--- config.mk ---
export PLATFORM = sky130hd
export DESIGN_NAME = ras_ctrl_flat
export DESIGN_NICKNAME = d
export VERILOG_FILES = /design/src/rtl/ras_ctrl_pkg.sv /design/src/rtl/ras_ctrl_if.sv /design/src/rtl/ras_ckpt_fifo.sv /design/src/rtl/ras_ctrl.sv /design/src/flat_wrapper.sv
export SDC_FILE = /design/constraint.sdc
export NUM_CORES = 1
export LEC_CHECK = 0
export CELL_PAD_IN_SITES_DETAIL_PLACEMENT = 1
export CELL_PAD_IN_SITES_GLOBAL_PLACEMENT = 1
export CORE_MARGIN = 4
export CORE_UTILIZATION = 34
export CTS_CLUSTER_DIAMETER = 80
export DETAILED_ROUTE_END_ITERATION = 6
export GPL_TIMING_DRIVEN = 0
export PLACE_DENSITY_LB_ADDON = 0.1
export RECOVER_POWER = 50
export SYNTH_ARGS = -nofsm -noshare
export SYNTH_HDL_FRONTEND = slang
export SYNTH_SLANG_ARGS = --single-unit
--- constraint.sdc ---
create_clock -name clk -period 3.61 [get_ports clk]
set_input_delay 0.9025 -clock clk [delete_from_list [all_inputs] [get_ports clk]]
set_output_delay 0.9025 -clock clk [all_outputs]
set_load 0.01 [all_outputs]
--- src/rtl/ras_ctrl_pkg.sv ---
// Shared ISA constants, state encodings and
// call/return classification for the RAS controller.
package ras_ctrl_pkg;

    localparam int XLEN           = 32;
    localparam int RAS_SIZE       = 8;
    localparam int RAS_PTR_WIDTH  = $clog2(RAS_SIZE);
    localparam int RAS_CKPT_DEPTH = 4;

    localparam logic [6:0] OP_J_JAL  = 7'b1101111;
    localparam logic [6:0] OP_J_JALR = 7'b1100111;

    localparam logic [4:0] REG_RA = 5'd1;
    localparam logic [4:0] REG_T0 = 5'd5;

    typedef enum logic [1:0] {
        ST_ACTIVE   = 2'd0,
        ST_POP2PUSH = 2'd1,
        ST_RECOVER  = 2'd2
    } ras_state_e;

    typedef enum logic [1:0] {
        RC_NONE,
        RC_CALL,
        RC_RET,
        RC_CORO
    } ras_cls_e;

    function automatic logic is_link(input logic [4:0] r);
        return (r == REG_RA) || (r == REG_T0);
    endfunction

    // JALR with rd == rs1 == link is a plain call, not a swap
    function automatic ras_cls_e classify(
        input logic [6:0] op,
        input logic [4:0] rd,
        input logic [4:0] rs1
    );
        logic     lrd;
        logic     lrs;
        logic     jalr;
        logic     swap;
        ras_cls_e c;
        lrd  = is_link(rd);
        lrs  = is_link(rs1);
        jalr = (op == OP_J_JALR);
        swap = lrd && lrs && (rd != rs1);
        c    = RC_NONE;
        unique case (1'b1)
            (op == OP_J_JAL) && lrd: c = RC_CALL;
            jalr && swap:            c = RC_CORO;
            jalr && lrd && !swap:    c = RC_CALL;
            jalr && !lrd && lrs:     c = RC_RET;
            default:                 c = RC_NONE;
        endcase
        return c;
    endfunction

endpackage

--- src/rtl/ras_ctrl_if.sv ---
// Request, stack-command and resolve signals
// between the decode stage and the RAS controller.
interface ras_ctrl_if
    import ras_ctrl_pkg::*;
#(
    parameter int CKPT_DEPTH = RAS_CKPT_DEPTH
);
    localparam int CW = $clog2(CKPT_DEPTH + 1);

    logic                     req_valid;
    logic                     req_ready;
    logic [6:0]               req_opcode;
    logic [4:0]               req_rd;
    logic [4:0]               req_rs1;
    logic [XLEN-1:0]          req_ret_addr;
    logic [RAS_PTR_WIDTH-1:0] ras_ptr;
    logic                     ras_valid;
    logic                     ras_push;
    logic                     ras_pop;
    logic [XLEN-1:0]          ras_push_addr;
    logic                     ras_restore;
    logic [RAS_PTR_WIDTH-1:0] ras_restore_ptr;
    logic                     pred_use_ras;
    logic                     resolve_valid;
    logic                     resolve_mispredict;
    logic                     flush;
    logic [CW-1:0]            ckpt_count;
    logic                     err_underflow;

    modport master (
        output req_valid, req_opcode, req_rd, req_rs1,
        output req_ret_addr, ras_ptr, ras_valid,
        output resolve_valid, resolve_mispredict, flush,
        input  req_ready, ras_push, ras_pop, ras_push_addr,
        input  ras_restore, ras_restore_ptr, pred_use_ras,
        input  ckpt_count, err_underflow
    );

    modport slave (
        input  req_valid, req_opcode, req_rd, req_rs1,
        input  req_ret_addr, ras_ptr, ras_valid,
        input  resolve_valid, resolve_mispredict, flush,
        output req_ready, ras_push, ras_pop, ras_push_addr,
        output ras_restore, ras_restore_ptr, pred_use_ras,
        output ckpt_count, err_underflow
    );

endinterface

--- src/rtl/ras_ckpt_fifo.sv ---
// Circular queue of RAS pointer checkpoints,
// oldest at head; clear wins over enq/deq.
module ras_ckpt_fifo #(
    parameter int DEPTH = 4,
    parameter int W     = 3
) (
    input  logic                       clk,
    input  logic                       reset,
    input  logic                       enq_i,
    input  logic [W-1:0]               enq_data_i,
    input  logic                       deq_i,
    input  logic                       clear_i,
    output logic [W-1:0]               head_o,
    output logic [$clog2(DEPTH+1)-1:0] count_o
);
    localparam int AW = $clog2(DEPTH);
    localparam int CW = $clog2(DEPTH + 1);

    logic [W-1:0]  mem_q [DEPTH];
    logic [AW-1:0] rd_q;
    logic [AW-1:0] wr_q;
    logic [CW-1:0] cnt_q;

    always_ff @(posedge clk) begin
        if (enq_i && !clear_i) begin
            mem_q[wr_q] <= enq_data_i;
        end
    end

    always_ff @(posedge clk) begin
        if (reset || clear_i) begin
            rd_q  <= '0;
            wr_q  <= '0;
            cnt_q <= '0;
        end else begin
            if (enq_i) wr_q <= wr_q + 1'b1;
            if (deq_i) rd_q <= rd_q + 1'b1;
            cnt_q <= cnt_q + CW'(enq_i) - CW'(deq_i);
        end
    end

    assign head_o  = mem_q[rd_q];
    assign count_o = cnt_q;

endmodule

--- src/rtl/ras_ctrl.sv ---
// Return-address-stack controller: classifies calls/returns,
// drives stack commands and checkpoints the stack pointer.
module ras_ctrl
    import ras_ctrl_pkg::*;
#(
    parameter int CKPT_DEPTH = RAS_CKPT_DEPTH
) (
    input  logic      clk,
    input  logic      reset,
    ras_ctrl_if.slave bus
);
    localparam int CW = $clog2(CKPT_DEPTH + 1);
    localparam int PW = RAS_PTR_WIDTH;

    ras_state_e      state_q;
    logic [XLEN-1:0] coro_addr_q;
    logic [PW-1:0]   restore_ptr_q;
    logic            err_q;

    ras_cls_e        cls;
    logic [PW-1:0]   head;
    logic [CW-1:0]   count;
    logic            empty;
    logic            full;
    logic            kill;
    logic            deq_ok;
    logic            ready;
    logic            fire;
    logic            recover;

    assign cls = classify(bus.req_opcode, bus.req_rd,
                          bus.req_rs1);

    assign empty   = (count == '0);
    assign full    = (count == CW'(CKPT_DEPTH));
    assign kill    = bus.flush ||
                     (bus.resolve_valid && bus.resolve_mispredict);
    assign deq_ok  = bus.resolve_valid &&
                     !bus.resolve_mispredict && !empty;
    assign recover = kill && !empty;

    // A same-cycle dequeue frees a slot even when full
    always_comb begin
        ready = 1'b0;
        if (state_q == ST_ACTIVE && !kill) begin
            ready = (cls == RC_NONE) || !full || deq_ok;
        end
    end

    assign fire = bus.req_valid && ready;

    always_comb begin
        bus.ras_push        = 1'b0;
        bus.ras_pop         = 1'b0;
        bus.ras_push_addr   = '0;
        bus.pred_use_ras    = 1'b0;
        bus.ras_restore     = 1'b0;
        bus.ras_restore_ptr = '0;
        unique case (state_q)
            ST_ACTIVE: begin
                if (fire) begin
                    unique case (cls)
                        RC_CALL: begin
                            bus.ras_push      = 1'b1;
                            bus.ras_push_addr = bus.req_ret_addr;
                        end
                        RC_RET: begin
                            bus.ras_pop      = bus.ras_valid;
                            bus.pred_use_ras = bus.ras_valid;
                        end
                        RC_CORO: bus.ras_pop = bus.ras_valid;
                        default: ;
                    endcase
                end
            end
            ST_POP2PUSH: begin
                bus.ras_push      = !kill;
                bus.ras_push_addr = kill ? '0 : coro_addr_q;
            end
            ST_RECOVER: begin
                bus.ras_restore     = 1'b1;
                bus.ras_restore_ptr = restore_ptr_q;
            end
            default: ;
        endcase
    end

    always_ff @(posedge clk) begin
        if (reset) begin
            state_q       <= ST_ACTIVE;
            coro_addr_q   <= '0;
            restore_ptr_q <= '0;
            err_q         <= 1'b0;
        end else begin
            if (bus.resolve_valid && empty) err_q <= 1'b1;
            if (recover) begin
                state_q       <= ST_RECOVER;
                restore_ptr_q <= head;
            end else if (kill) begin
                state_q <= ST_ACTIVE;
            end else begin
                unique case (state_q)
                    ST_ACTIVE: begin
                        if (fire && cls == RC_CORO) begin
                            state_q     <= ST_POP2PUSH;
                            coro_addr_q <= bus.req_ret_addr;
                        end
                    end
                    default: state_q <= ST_ACTIVE;
                endcase
            end
        end
    end

    ras_ckpt_fifo #(
        .DEPTH (CKPT_DEPTH),
        .W     (PW)
    ) u_fifo (
        .clk        (clk),
        .reset      (reset),
        .enq_i      (fire && cls != RC_NONE),
        .enq_data_i (bus.ras_ptr),
        .deq_i      (deq_ok),
        .clear_i    (kill),
        .head_o     (head),
        .count_o    (count)
    );

    assign bus.req_ready     = ready;
    assign bus.ckpt_count    = count;
    assign bus.err_underflow = err_q;

endmodule

--- src/flat_wrapper.sv ---
// flat-port wrapper written by rule: the top's interface ports become plain ports
module ras_ctrl_flat import ras_ctrl_pkg::*;
#(
    parameter int CKPT_DEPTH = RAS_CKPT_DEPTH
)
  (clk, reset, bus_req_valid, bus_req_opcode, bus_req_rd, bus_req_rs1, bus_req_ret_addr, bus_ras_ptr, bus_ras_valid, bus_resolve_valid, bus_resolve_mispredict, bus_flush, bus_req_ready, bus_ras_push, bus_ras_pop, bus_ras_push_addr, bus_ras_restore, bus_ras_restore_ptr, bus_pred_use_ras, bus_ckpt_count, bus_err_underflow);
  ras_ctrl_if #(.CKPT_DEPTH(CKPT_DEPTH)) bus_i ();
  input  logic clk;
  input  logic reset;
  input wire logic [$bits(bus_i.req_valid)-1:0] bus_req_valid;
  input wire logic [$bits(bus_i.req_opcode)-1:0] bus_req_opcode;
  input wire logic [$bits(bus_i.req_rd)-1:0] bus_req_rd;
  input wire logic [$bits(bus_i.req_rs1)-1:0] bus_req_rs1;
  input wire logic [$bits(bus_i.req_ret_addr)-1:0] bus_req_ret_addr;
  input wire logic [$bits(bus_i.ras_ptr)-1:0] bus_ras_ptr;
  input wire logic [$bits(bus_i.ras_valid)-1:0] bus_ras_valid;
  input wire logic [$bits(bus_i.resolve_valid)-1:0] bus_resolve_valid;
  input wire logic [$bits(bus_i.resolve_mispredict)-1:0] bus_resolve_mispredict;
  input wire logic [$bits(bus_i.flush)-1:0] bus_flush;
  output wire logic [$bits(bus_i.req_ready)-1:0] bus_req_ready;
  output wire logic [$bits(bus_i.ras_push)-1:0] bus_ras_push;
  output wire logic [$bits(bus_i.ras_pop)-1:0] bus_ras_pop;
  output wire logic [$bits(bus_i.ras_push_addr)-1:0] bus_ras_push_addr;
  output wire logic [$bits(bus_i.ras_restore)-1:0] bus_ras_restore;
  output wire logic [$bits(bus_i.ras_restore_ptr)-1:0] bus_ras_restore_ptr;
  output wire logic [$bits(bus_i.pred_use_ras)-1:0] bus_pred_use_ras;
  output wire logic [$bits(bus_i.ckpt_count)-1:0] bus_ckpt_count;
  output wire logic [$bits(bus_i.err_underflow)-1:0] bus_err_underflow;
  assign bus_i.req_valid = bus_req_valid;
  assign bus_i.req_opcode = bus_req_opcode;
  assign bus_i.req_rd = bus_req_rd;
  assign bus_i.req_rs1 = bus_req_rs1;
  assign bus_i.req_ret_addr = bus_req_ret_addr;
  assign bus_i.ras_ptr = bus_ras_ptr;
  assign bus_i.ras_valid = bus_ras_valid;
  assign bus_i.resolve_valid = bus_resolve_valid;
  assign bus_i.resolve_mispredict = bus_resolve_mispredict;
  assign bus_i.flush = bus_flush;
  assign bus_req_ready = bus_i.req_ready;
  assign bus_ras_push = bus_i.ras_push;
  assign bus_ras_pop = bus_i.ras_pop;
  assign bus_ras_push_addr = bus_i.ras_push_addr;
  assign bus_ras_restore = bus_i.ras_restore;
  assign bus_ras_restore_ptr = bus_i.ras_restore_ptr;
  assign bus_pred_use_ras = bus_i.pred_use_ras;
  assign bus_ckpt_count = bus_i.ckpt_count;
  assign bus_err_underflow = bus_i.err_underflow;
  ras_ctrl #(.CKPT_DEPTH(CKPT_DEPTH)) u_core (.clk(clk), .reset(reset), .bus(bus_i));
endmodule
Word-level counts from Yosys, hierarchy flattened
Memory sizes are Yosys's and may differ from the RTL's. A register that Yosys moved wholly into a read port is not among the register bits.
Cells that the tools add are included.
- register bits after elaboration: 42
- memory bits (writable): 12
- input bits: 59
- output and inout bits: 44
- word-level logic and storage cells: 90
- memories: 1
- memories (name ; depth ; width ; rd ports ; clocked after memory_dff ; wr ports ; line ; text):
    u_core.u_fifo.mem_q ; 4 ; 3 ; 1 ; 1 ; 1 ; ras_ckpt_fifo.sv:19 ; logic [W-1:0] mem_q [DEPTH];
- $add $sub $neg: 4
- equality and inequality tests: 14
- muxes and demuxes: 23
- bitwise gates (word level): 3
- reductions and logical operators: 38
- operators by type and width (cell ; number):
    2-to-1 mux 32 bit ; 3
    case mux 32 bit (2 select lines) ; 1
    logical AND 1 bit ; 18
    equality test 7 bit, second input constant ; 2
    2-to-1 mux 1 bit ; 12
    equality test 5 x 1 -> 1 bit, second input constant ; 2
    equality test 5 x 3 -> 1 bit, second input constant ; 2
    2-to-1 mux 2 bit ; 4
    equality test 2 bit, second input constant ; 3
    zero test 1 bit ; 6
    logical OR 1 bit ; 6
    case mux 2 bit (3 select lines) ; 1
    != test 5 bit ; 1
    adder 2 x 1 -> 2 bit, second input constant ; 2
    equality test 2 x 1 -> 1 bit, second input constant ; 2
    zero test 2 bit ; 2
    != test 4 x 2 -> 1 bit, second input constant ; 1
    AND reduction 4 bit ; 1
    OR reduction 2 bit ; 2
    OR reduction 4 bit ; 1
    adder 3 x 1 -> 3 bit ; 1
    equality test 3 bit, second input constant ; 1
    zero test 3 bit ; 1
    2-to-1 mux 3 bit ; 1
    other kinds (4) ; 6

Longest topological paths before layout
- word-level depth: 18
- mapped depth: 9
- gate-level depth less buffers: 9

By module
From an unflattened synthesis, not the netlist that was laid out.
- cell total of the unflattened synthesis: 310
- area total of the unflattened synthesis: 2997.9 µm²
- modules (own cells, without submodules) (module ; times used ; cells an instance ; area an instance (µm²) ; seq. area each (µm²)):
    ras_ctrl ; 1 ; 250 ; 2110.8 ; 760.7
    ras_ckpt_fifo ; 1 ; 60 ; 887.1 ; 540.5

Least setup slack after synthesis
Ideal clock, no wire load.
- path kind: in2out
- start: input port bus_resolve_mispredict
- end: output port bus_ras_push_addr[0]
- data arrival time: 2.392 ns
- data required time: 2.707 ns
- setup slack: 0.315 ns
- stages on the path: 5
- buffers on the path: 1
- path through: a2111oi_0 a21bo_2 nor3_1 buf_2 a22o_1
- cells in the longest elaborated chain, start to end: 8
- elaborated cells between the ends (all ways): 13
- classes of those cells: mux: 4; reduce/logical: 9
- ends and longest elaborated chain (what ; line ; text):
    start: declaration ; flat_wrapper.sv:18 ; input wire logic [$bits(bus_i.resolve_mispredict)-1:0] bus_resolve_mispredict;
    zero test 1 bit / logical AND 1 bit (equally long branches) ; ras_ctrl.sv:39, ras_ctrl.sv:37 ;
    logical AND 1 bit / logical OR 1 bit (equally long branches) ; ras_ctrl.sv:38, ras_ctrl.sv:36 ;
    logical AND 1 bit / zero test 1 bit (equally long branches) ; ras_ctrl.sv:39, ras_ctrl.sv:45 ;
    logical OR 1 bit / logical AND 1 bit (equally long branches) ; ras_ctrl.sv:46, ras_ctrl.sv:45 ;
    2-to-1 mux 1 bit ; ras_ctrl.sv:45 ; if (state_q == ST_ACTIVE && !kill) begin
    logical AND 1 bit ; ras_ctrl.sv:50 ; assign fire = bus.req_valid && ready;
    2-to-1 mux 32 bit ; ras_ctrl.sv:61 ; if (fire) begin
    case mux 32 bit (2 select lines) * ; ras_ctrl.sv:59 ; unique case (state_q)
    end: declaration ; flat_wrapper.sv:23 ; output wire logic [$bits(bus_i.ras_push_addr)-1:0] bus_ras_push_addr;
Every way passes the cells marked *; elsewhere a longest branch is shown, timed or not.

Worst setup path after layout
- start: input port bus_req_rs1[4]
- end: output port bus_ras_push_addr[15]
- cells in the longest elaborated chain, start to end: 15
- elaborated cells between the ends (all ways): 21
- classes of those cells: eq/ne: 4; mux: 5; reduce/logical: 12
- ends and longest elaborated chain (what ; line ; text):
    start: declaration ; flat_wrapper.sv:13 ; input wire logic [$bits(bus_i.req_rs1)-1:0] bus_req_rs1;
    equality test 5 x 1 -> 1 bit / equality test 5 x 3 -> 1 bit (equally long branches) ; ras_ctrl_pkg.sv:30 ; return (r == REG_RA) || (r == REG_T0);
    logical OR 1 bit ; ras_ctrl_pkg.sv:30 ;
    logical AND 1 bit (2 in a row) ; ras_ctrl_pkg.sv:47 ; swap = lrd && lrs && (rd != rs1);
    zero test 1 bit ; ras_ctrl_pkg.sv:52 ; jalr && lrd && !swap: c = RC_CALL;
    logical AND 1 bit ; ras_ctrl_pkg.sv:52 ;
    OR reduction 2 bit (no source line) ; n/a ;
    case mux 2 bit (3 select lines) * ; ras_ctrl_pkg.sv:49 ; unique case (1'b1)
    zero test 2 bit ; ras_ctrl.sv:46 ; ready = (cls == RC_NONE) || !full || deq_ok;
    logical OR 1 bit (2 in a row) ; ras_ctrl.sv:46 ;
    2-to-1 mux 1 bit ; ras_ctrl.sv:45 ;
    logical AND 1 bit ; ras_ctrl.sv:50 ;
    2-to-1 mux 32 bit * ; ras_ctrl.sv:61 ;
    case mux 32 bit (2 select lines) * ; ras_ctrl.sv:59 ;
Marks and branches as above.

==> summary.md <==
| Metric | Value |
|---|---|
| CP top delay family | `buffers and inverters` |
| Clock tree sinks | `57` |
| Worst EP arrival | `2.68 ns` |
| Vias after detailed routing | `2589` |
| Final min period | `3.59 ns` |
| VDD IR max | `0.164 mV` |
| Worst setup path category | `in -> out` |
| Proportion of synthesized chip area in sequential cells | `41.8%` |
| Boundary Pins | `103` |
| Layout fillers | `1003` |
| Number of antenna-violating nets in the routed design | `0` |
| Fraction of synthesis flops using an asynchronous set or reset pin | `0%` |
| TritonCTS Buffers | `9` |
| Maximum net fanout on the critical path | `5` |
| Worst-path cell chain | `dlygate4sd2_1 > or4b_4 > o31ai_4 > nor3_4 > buf_6 > buf_8 > a22o_1 > buf_2` |
| Final Routed Wirelength | `8610 microns` |
| Ranking of synthesized cells by area | `sky130_fd_sc_hd__dfxtp_1 (30%), sky130_fd_sc_hd__nand2b_1 (14%), sky130_fd_sc_hd__mux2i_1 (12%)` |
| Site row count | `34` |
| Post-CTS Hold Fix Bufs | `0` |
| Top cells by count, synth | `sky130_fd_sc_hd__nand2b_1 (66), sky130_fd_sc_hd__dfxtp_1 (45), sky130_fd_sc_hd__mux2i_1 (37)` |
| RD Place Congestion | `0.738` |
| Drt drc | `0` |
| Category of the worst setup path launch point | `input port` |
| Worst path slowest cell | `sky130_fd_sc_hd__or4b_4` |
| Clock transition at path regs | `0.06 ns` |
| H-tree Lvls | `3` |
| Die Footprint | `10400 sq um` |
| Largest net degree at the start of global routing | `11` |
| Leakage power of the design | `1.71 nW` |
| Avg Synthesized Cell Area | `10.6 sq um` |
| Most common cell in the synthesized netlist | `sky130_fd_sc_hd__nand2b_1` |
| DIE WIDTH | `102 microns` |
| Number of synthesized register bits | `57` |
| Final net count | `471` |
| Area fraction of the dominant cell type after synthesis | `29.9%` |
| RSZ-0062 raised after global routing | `yes` |
| Worst max-slew margin expressed relative to the limit | `37.3%` |
| Largest stage delay on the critical path | `0.57 ns` |
| Post-synthesis cell type with the largest combined area | `sky130_fd_sc_hd__dfxtp_1` |
| Clock root buffer master | `sky130_fd_sc_hd__clkbuf_8` |
| Startpoint of the worst hold path | `u_core.bus.err_underflow` |
| Final setup violating endpoints | `0` |
| Number of max-cap violations | `0` |
| R2R Path Start | `u_core.state_q[0]` |
| Source-to-sink clock delay at the later pin of the worst-skew pair | `0.33 ns` |
| Number of distinct standard cells referenced by the synthesized netlist | `35` |
| Chip Height | `102 microns` |
| Count of endpoints failing hold in the final timing report | `0` |
| Actual slew at the worst max-slew pin | `0.933 ns` |
| Final total negative setup slack | `0 ns` |
| Wire length per cell after detailed routing | `16.6 microns` |
| Post-synthesis instance area | `3020 sq um` |
| 1st-iter DRT viols | `50` |
| Count of placed standard cells including taps | `495` |
| Maximum achievable frequency | `279 MHz` |
| Global-route wire length before repair | `13500 microns` |
| Vias in the first global route | `2715` |
| Register-to-Register Setup Slack | `0.81 ns` |
| Number of input and output port buffers inserted | `101` |
| Antenna diode instance count | `0` |
| EDFF count, synth | `12` |
| Setup WS post-layout | `0.0238 ns` |
| Number of standard cells in the layout, taps in and fillers out | `518` |
| CTS tree | `yes` |
| Layout Area Growth over Synthesis | `45.1%` |
| Total routing resource utilization after global routing | `16.8%` |
| Crit path launch | `bus_req_rs1[4]` |
| Yosys synthesis warning count | `0` |
| Ratio of cells with drive above 1 in the final layout | `18.3%` |
| Setup WS pre-CTS | `-1.13 ns` |
| Category of the worst setup path capture point | `primary output` |
| CP Buf/Inv Count | `4` |
| Pwr Total | `1.44 mW` |
| Cell area power density | `330 nW/um^2` |
| Half-perimeter wire length after detailed placement | `6250 microns` |
| Result of the run | `finished clean` |
| Ratio of final minimum period to clock period | `99.3%` |
| Required time reported for the critical path endpoint | `2.71 ns` |
| Vias per Instance | `5.00` |
| Class of the most critical hold timing path | `reg -> reg` |
| Number of antenna violations at the first check in global routing | `0` |
| Post-synth top flop | `sky130_fd_sc_hd__dfxtp_1` |
| Post-synthesis instance total | `286` |
| Initial Utilization | `34.8%` |
| Number of max-slew violations in the final report | `0` |
| Max Clock Skew | `0.00768 ns` |
| Congestion Overflow GR | `0` |
| Buffer levels on the longest clock path | `2` |
| Drt pass-1 iters | `4` |
| Area of the core | `8680 sq um` |
| Post-Syn Nets | `352` |
what timing repair did:
action,4_1_cts,5_1_grt
endpoints found under the setup margin,36,13
resized for setup,163,9
cloned,1,1
pin swaps,6,2
setup buffers,4,1
tightest hold or removal path, delay by kind of cell, from the launching register on:
family             cells  cell delay, ns
and+or+nand+nor        1            0.07
AOI/OAI and AO/OA      1            0.04
DFF                    1            0.33
layout make-up:
class / count / area [sq um] / share of cell area, %
repair buffers: 108 / 932 / 21.3
multi-input cells: 206 / 1700 / 38.7
flip-flops and latches: 57 / 1260 / 28.8
clock buffers: 11 / 141 / 3.23
well taps: 108 / 135 / 3.09
inverters: 6 / 22.5 / 0.514
clock inverters: 5 / 78.8 / 1.80
plain buffers: 17 / 111 / 2.54
per-stage QoR:
step / hold slack (ns) / util [%] / area, sq um
2_1_floorplan: 0.449 / - / 3020
3_3_place_gp: 0.458 / 48.0 / 4160
3_5_place_dp: 0.466 / 48.0 / 4160
4_1_cts: 0.481 / 50.5 / 4390
5_1_grt: 0.491 / 50.4 / 4380
6_report: 0.474 / 50.4 / 4380
per-layer routing:
layer  global-route usage, %  part of all wire, %  wire, microns  vias up
li1                        -                    -              -     1251
met1                    20.5                   43           3700     1256
met2                    28.2                   49           4190       74
met3                    5.53                  7.3            626        8
met4                    5.05                  1.1             96        0
met5                       0                    0              0        -
cell families (layout without fill, tap and decap cells):
kind of cell | Yosys count | in the layout | share of synthesized area (%)
compound gates | 41 | 41 | 11.5
xor+xnor | 5 | 5 | 1.45
flops | 57 | 57 | 41.8
fa+ha+maj | 7 | 7 | 3.15
mux | 40 | 40 | 14.5
simple gates | 113 | 113 | 23.5
buf+inv | 23 | 147 | 4.10
power by group:
part / switching [mW] / internal (mW) / total, mW
clock: 0.257 / 0.406 / 0.663
sequential: 0.000386 / 0.650 / 0.651
combinational: 0.0504 / 0.0784 / 0.129
cells in the final DEF, fill, tap and decap left out, types with 7 or more instances in the layout:
| cell type | instances |
|---|---|
| sky130_fd_sc_hd__buf_2 | 29 |
| sky130_fd_sc_hd__mux2i_1 | 37 |
| sky130_fd_sc_hd__dfxtp_1 | 45 |
| sky130_fd_sc_hd__nor2_1 | 13 |
| sky130_fd_sc_hd__dlygate4sd3_1 | 10 |
| sky130_fd_sc_hd__dlygate4sd2_1 | 11 |
| sky130_fd_sc_hd__a22o_1 | 32 |
| sky130_fd_sc_hd__clkbuf_8 | 10 |
| sky130_fd_sc_hd__clkbuf_1 | 11 |
| sky130_fd_sc_hd__clkbuf_2 | 7 |
| sky130_fd_sc_hd__clkdlybuf4s50_1 | 45 |
| sky130_fd_sc_hd__edfxtp_1 | 12 |
| sky130_fd_sc_hd__nand2b_1 | 66 |
registers in the layout, summed over array words and instances, names as in the netlist:
signal	cells
u_core.bus.err_underflow	1
u_core.coro_addr_q	32
u_core.restore_ptr_q	3
u_core.state_q	2
u_core.u_fifo.count_o	3
u_core.u_fifo.mem_q	12
u_core.u_fifo.rd_q	2
u_core.u_fifo.wr_q	2
path summary, 6_finish.rpt:
kind | to | cells after the start
worst max-delay path | bus_ras_push_addr[15] | 8
worst min-delay path | u_core.bus.err_underflow | 2
worst max register to register | u_core.u_fifo.count_o[1] | 7
worst min register to register | u_core.bus.err_underflow | 2
Power figures use the tool's default switching activity.
